`config.mk`:
```
export PLATFORM = sky130hd
export DESIGN_NAME = uart_tx_flat
export DESIGN_NICKNAME = d
export VERILOG_FILES = /design/src/rtl/uart_tx_if.sv /design/src/rtl/uart_tx.sv /design/src/flat_wrapper.sv
export SDC_FILE = /design/constraint.sdc
export NUM_CORES = 1
export LEC_CHECK = 0
export ABC_AREA = 1
export CAP_MARGIN = 20
export CORE_MARGIN = 2
export CORE_UTILIZATION = 52
export CTS_CLUSTER_DIAMETER = 40
export DETAILED_ROUTE_END_ITERATION = 10
export PLACE_DENSITY = 0.81
export SLEW_MARGIN = 20
export SYNTH_ARGS = -nofsm -noshare
export SYNTH_HDL_FRONTEND = slang
export SYNTH_SLANG_ARGS = --single-unit
export TNS_END_PERCENT = 1
```
`constraint.sdc`:
```
create_clock -name clk_i -period 1.8 [get_ports clk_i]
set_input_delay 0.54 -clock clk_i [delete_from_list [all_inputs] [get_ports clk_i]]
set_output_delay 0.54 -clock clk_i [all_outputs]
set_load 0.01 [all_outputs]
```
`src/rtl/uart_tx_if.sv`:
```
// Byte-stream handshake between a bus-side producer and the UART transmitter FIFO.
interface uart_tx_if #(
    parameter int DataWidth = 8
) ();
    logic [DataWidth-1:0] data;
    logic                 valid;
    logic                 ready;

    modport master (output data, output valid, input ready);
    modport slave  (input data, input valid, output ready);
endinterface

```
`src/rtl/uart_tx.sv`:
```
// UART transmitter: input FIFO feeding a start/data/parity/stop serialiser
// that advances one bit per baud tick and chains frames without idle gaps.
module uart_tx #(
    parameter int DataWidth = 8,
    parameter int FifoDepth = 4,
    parameter int ParityEn  = 0
) (
    input  logic                       clk_i,
    input  logic                       rst_i,
    input  logic                       tick_i,
    uart_tx_if.slave                   bus,
    output logic                       tx_o,
    output logic                       busy_o,
    output logic                       tx_done_o,
    output logic [$clog2(FifoDepth):0] level_o
);
    localparam int PtrW = $clog2(FifoDepth);
    localparam int LvlW = PtrW + 1;
    localparam int CntW = $clog2(DataWidth) + 1;

    typedef enum logic [2:0] {
        Idle,
        StartBit,
        DataBits,
        ParityBit,
        StopBit
    } state_t;

    state_t               state_q, state_n;
    logic [DataWidth-1:0] shift_q, shift_n;
    logic                 par_q, par_n;
    logic [CntW-1:0]      cnt_q, cnt_n;
    logic                 tx_q, tx_n;
    logic                 done_q, done_n;

    logic [DataWidth-1:0] mem [FifoDepth];
    logic [PtrW-1:0]      wr_ptr_q, rd_ptr_q;
    logic [LvlW-1:0]      level_q;
    logic                 push, pop, have_data;
    logic [DataWidth-1:0] head;

    assign bus.ready = (level_q != LvlW'(FifoDepth));
    assign push      = bus.valid && bus.ready;
    assign have_data = (level_q != '0);
    assign head      = mem[rd_ptr_q];

    always_ff @(posedge clk_i) begin
        if (push) begin
            mem[wr_ptr_q] <= bus.data;
        end
    end

    always_ff @(posedge clk_i) begin
        if (rst_i) begin
            wr_ptr_q <= '0;
            rd_ptr_q <= '0;
            level_q  <= '0;
        end else begin
            if (push) wr_ptr_q <= wr_ptr_q + PtrW'(1);
            if (pop)  rd_ptr_q <= rd_ptr_q + PtrW'(1);
            case ({push, pop})
                2'b10:   level_q <= level_q + LvlW'(1);
                2'b01:   level_q <= level_q - LvlW'(1);
                default: level_q <= level_q;
            endcase
        end
    end

    // Load path is shared by Idle and StopBit so back-to-back frames chain directly.
    always_comb begin
        state_n = state_q;
        shift_n = shift_q;
        par_n   = par_q;
        cnt_n   = cnt_q;
        tx_n    = tx_q;
        done_n  = 1'b0;
        pop     = 1'b0;
        if (tick_i) begin
            case (state_q)
                Idle: begin
                    tx_n = 1'b1;
                    if (have_data) begin
                        pop     = 1'b1;
                        shift_n = head;
                        par_n   = ^head;
                        tx_n    = 1'b0;
                        state_n = StartBit;
                    end
                end
                StartBit: begin
                    state_n = DataBits;
                    tx_n    = shift_q[0];
                    cnt_n   = '0;
                end
                DataBits: begin
                    if (cnt_q == CntW'(DataWidth - 1)) begin
                        if (ParityEn != 0) begin
                            state_n = ParityBit;
                            tx_n    = par_q;
                        end else begin
                            state_n = StopBit;
                            tx_n    = 1'b1;
                        end
                    end else begin
                        shift_n = shift_q >> 1;
                        cnt_n   = cnt_q + CntW'(1);
                        tx_n    = shift_n[0];
                    end
                end
                ParityBit: begin
                    state_n = StopBit;
                    tx_n    = 1'b1;
                end
                StopBit: begin
                    done_n = 1'b1;
                    if (have_data) begin
                        pop     = 1'b1;
                        shift_n = head;
                        par_n   = ^head;
                        tx_n    = 1'b0;
                        state_n = StartBit;
                    end else begin
                        tx_n    = 1'b1;
                        state_n = Idle;
                    end
                end
                default: begin
                    tx_n    = 1'b1;
                    state_n = Idle;
                end
            endcase
        end
    end

    always_ff @(posedge clk_i) begin
        if (rst_i) begin
            state_q <= Idle;
            shift_q <= '0;
            par_q   <= 1'b0;
            cnt_q   <= '0;
            tx_q    <= 1'b1;
            done_q  <= 1'b0;
        end else begin
            state_q <= state_n;
            shift_q <= shift_n;
            par_q   <= par_n;
            cnt_q   <= cnt_n;
            tx_q    <= tx_n;
            done_q  <= done_n;
        end
    end

    assign tx_o      = tx_q;
    assign busy_o    = (state_q != Idle);
    assign tx_done_o = done_q;
    assign level_o   = level_q;
endmodule

```
`src/flat_wrapper.sv`:
```
// flat-port wrapper written by rule: the top's interface ports become plain ports
module uart_tx_flat 
#(
    parameter int DataWidth = 8,
    parameter int FifoDepth = 4,
    parameter int ParityEn  = 0
)
  (clk_i, rst_i, tick_i, tx_o, busy_o, tx_done_o, level_o, bus_data, bus_valid, bus_ready);
  uart_tx_if #(.DataWidth(DataWidth)) bus_i ();
  input  logic clk_i;
  input  logic rst_i;
  input  logic tick_i;
  output logic tx_o;
  output logic busy_o;
  output logic tx_done_o;
  output logic [$clog2(FifoDepth):0] level_o;
  input wire logic [$bits(bus_i.data)-1:0] bus_data;
  input wire logic [$bits(bus_i.valid)-1:0] bus_valid;
  output wire logic [$bits(bus_i.ready)-1:0] bus_ready;
  assign bus_i.data = bus_data;
  assign bus_i.valid = bus_valid;
  assign bus_ready = bus_i.ready;
  uart_tx #(.DataWidth(DataWidth), .FifoDepth(FifoDepth), .ParityEn(ParityEn)) u_core (.clk_i(clk_i), .rst_i(rst_i), .tick_i(tick_i), .bus(bus_i), .tx_o(tx_o), .busy_o(busy_o), .tx_done_o(tx_done_o), .level_o(level_o));
endmodule
```
==> results of run 1 <==
[final timing paths]
path,startpoint,to,cells past startpoint
min reg2reg,u_core.rd_ptr_q[0],u_core.rd_ptr_q[0],2
max,bus_valid,u_core.level_o[2],8
max reg2reg,u_core.level_o[1],u_core.level_o[2],10
min,u_core.rd_ptr_q[0],u_core.rd_ptr_q[0],2
[cell type report]
| type | count | area [um^2] |
|---|---|---|
| fillers | 373 | 1670 |
| flip-flops and latches | 58 | 1490 |
| multi-input cells | 191 | 1040 |
| repair buffers | 44 | 397 |
| inverters | 40 | 159 |
| clock buffers | 10 | 138 |
| well taps | 70 | 87.6 |
| clock inverters | 6 | 66.3 |
[routing by layer]
metal	GRT usage [%]	part of all wire [%]	wire length, um	vias up
li1	-	-	-	1053
met1	21.6	42	2110	944
met2	30.1	51	2580	58
met4	12.7	1.6	79	0
met3	5.48	5.2	262	8
met5	0	0	0	-
[worst max-delay path, delay by kind of cell]
| family | cells | cell delay [ns] |
|---|---|---|
| and+or+nand+nor | 1 | 0.06 |
| buffers and inverters | 1 | 0.47 |
| AOI/OAI and AO/OA | 4 | 0.38 |
| adders and majority gates | 2 | 0.54 |
[power by group through the flow]
stage | combinational, W | sequential, W | clock, W
floorplan | 0.00117 | 0.00178 | 0
global placement | 0.00167 | 0.00179 | 0
detailed placement | 0.00173 | 0.00180 | 0
CTS | 0.00171 | 0.00177 | 0.00121
global route | 0.00197 | 0.00180 | 0.00127
finish | 0.00178 | 0.00177 | 0.00119
[through the flow]
stage	area (um^2)	power, W	hold WS [ns]
3_3_place_gp	3120	0.00346	0.463
3_5_place_dp	3120	0.00352	0.469
6_report	3370	0.00474	0.484
4_1_cts	3330	0.00470	0.486
5_1_grt	3370	0.00504	0.509
2_1_floorplan	2720	0.00295	0.452
[flip-flops by register name, summed over array words and instances (netlist names), named ones only]
name	cells
u_core.level_o	3
u_core.state_q	3
u_core.wr_ptr_q	2
u_core.cnt_q	4
u_core.tx_o	1
u_core.shift_q	8
u_core.mem	32
u_core.rd_ptr_q	2
u_core.tx_done_o	1
[synthesized netlist by cell type]
master    number
edfxtp_1      32
nand3_2        7
dfxtp_1       26
inv_6          1
buf_4          1
nor2_1        28
nor4_1         1
ha_1           6
nor2_4         3
inv_2          4
nand2_2        1
inv_1         35
nor3_1         1
nand2_4        2
nand2_1       78
fa_1           1
nand3_1       20
a21oi_1       30
nand3_4        1
nand4_1        1
buf_6          2
nand2_8        2
xor2_1         1
buf_2          3
o21ai_0        8
clkbuf_1       2
[logic make-up after synthesis]
group	after synthesis
DFF	58
xor gates and xnor gates	1
buffers and inverters	48
and+or+nand+nor	145
adders and majority gates	7
AOI/OAI and AO/OA	38
[what timing repair did]
action                                  in CTS  in global routing
gates cloned                                 0                  0
endpoints found under the setup margin       7                  4
gates resized for setup                      8                  4
buffers inserted                             0                  4
pin swaps                                    1                  2
==> results.yml, run 1 <==
run_status:
  status: "finished clean"
sta:
  worstMarginPinSlew_ns: 0.561
  fmax_mhz: 562
  period_needed_ns: 1.78
  setup_viol: 0
  finalSetupTns_ns: 0
  min_period_over_period_pct: 98.9
  finalMaxSlewViolations: 0
  clock_skew_ns: 0.00533
  slew_headroom_pct: 62.5
  hold_viol_final: 0
  rsz0062_at_grt: "yes"
  setup_ws_ns: 0.0193
yosys:
  syn_inst: 297
  syn_area_mm2: 0.00269
  ys_seq_elements: 58
  ys_seq_area_share_pct: 55.1
  yosys.cell_types.count: 26
  yosysTopAreaCellShare_pct: 35.7
  synth_compound_gate_area_share_pct: 7.07
  synth_top_family_by_area: "simple AND/OR/NAND/NOR gates"
  ys_warn_count: 0
  yosys.area.top_type: "edfxtp_1"
  synthAdderAreaFrac_pct: 3.54
  yosys.area_share.simple_pct: 26.2
  avgSynthCellArea_um2: 9.05
  synthMuxAreaShare_pct: 0
  synth_xor_area_share_pct: 0.326
  ys_top_cells_by_area: "edfxtp_1 (36%), dfxtp_1 (19%), nand2_1 (11%)"
  syn_nets: 316
setup_path:
  startpoint_type: "input pin"
  path_class: "input pin to flip-flop"
  cpMaxStageDelayCell: "clkdlybuf4s50_1"
  worstPathCellList: "clkdlybuf4s50_1 -> nand2_2 -> ha_2 -> fa_2 -> a21oi_2 -> o21ai_1 -> o21ai_1 -> a21oi_1"
  regToRegSetupSlack_ns: 0.06
  cpMostUsedCell: "o21ai_1"
  endpoint_kind: "flip-flop"
  critPathArrivalTime_ns: 2.00
  cp_max_fo: 2
  worstPathRequired_ns: 2.02
  cp_slowest_stage_delay_ns: 0.47
detailed_routing:
  drcViolationCount: 0
  drt-pass1-iter-count: 4
  viasPerCell: 4.92
  vias: 2063
  wl_um: 5030
  dr.first_iter.drc_count: 98
  wl_per_cell_um: 12.0
  ant_nets: 0
die:
  fp.dieH_um: 75.9
  core_mm2: 0.00504
  die_area_mm2: 0.00576
  core.rowCount: 26
  num_io_pins: 19
  die_w_um: 75.9
  start_util_pct: 53.3
power_and_ir_drop:
  p_int_w: 0.00306
  ir_worst_vdd_uv: 803
  pwr-share-comb_pct: 37.5
  p_leak_nw: 1.44
  sequentialPowerShare_pct: 37.4
  p_per_area_mw_per_mm2: 1410
  p_switching_w: 0.00168
  swShare_pct: 35.5
  pwr-share-clk_pct: 25.1
grt:
  grt_max_degree: 17
  grt_antenna_before_repair: 0
  track_usage_pct: 18.7
  grt_pass1_wl_um: 8340
  globalRoute.totalOverflow: 0
  grt_pass1_vias: 1931
clocking:
  cts_tree: "built"
  cts_root_buf: "clkbuf_8"
  cts_max_level: 3
  cts.sinks: 58
  clock_latency_ns: 0.33
  numCtsBuffers: 9
  path_clk_slew_ns: 0.06
  cts_buffer_depth: 2
  hold_buffers: 0
place:
  io_buffers: 18
  hpwl_um: 3470
  dpl.cell_count: 399
  gp_congestion: 0.779
  dp_slack_ns: -0.478
cells_and_area:
  final_cell_mix: "nand2_1 (77), inv_1 (34), edfxtp_1 (32)"
  antenna_cells: 0
  syn2layout_area_growth_pct: 25.3
  final-instance-count-excl-fill: 419
  layout.cells.most_common: "nand2_1"
  fin_nets: 363
  drive_gt1_share_pct: 21.2
  final_core_util_pct: 66.8
min_path:
  min_path_type: "flip-flop to flip-flop"
job:
  cap_violations: 0
Power figures use the tool's default switching activity.
==> run 2, diff against run 1 <==
Settings changed: CAP_MARGIN 20 to default.
==> results of run 2 <==
No change in the layout: final DEF, timing and power equal those of run 1.
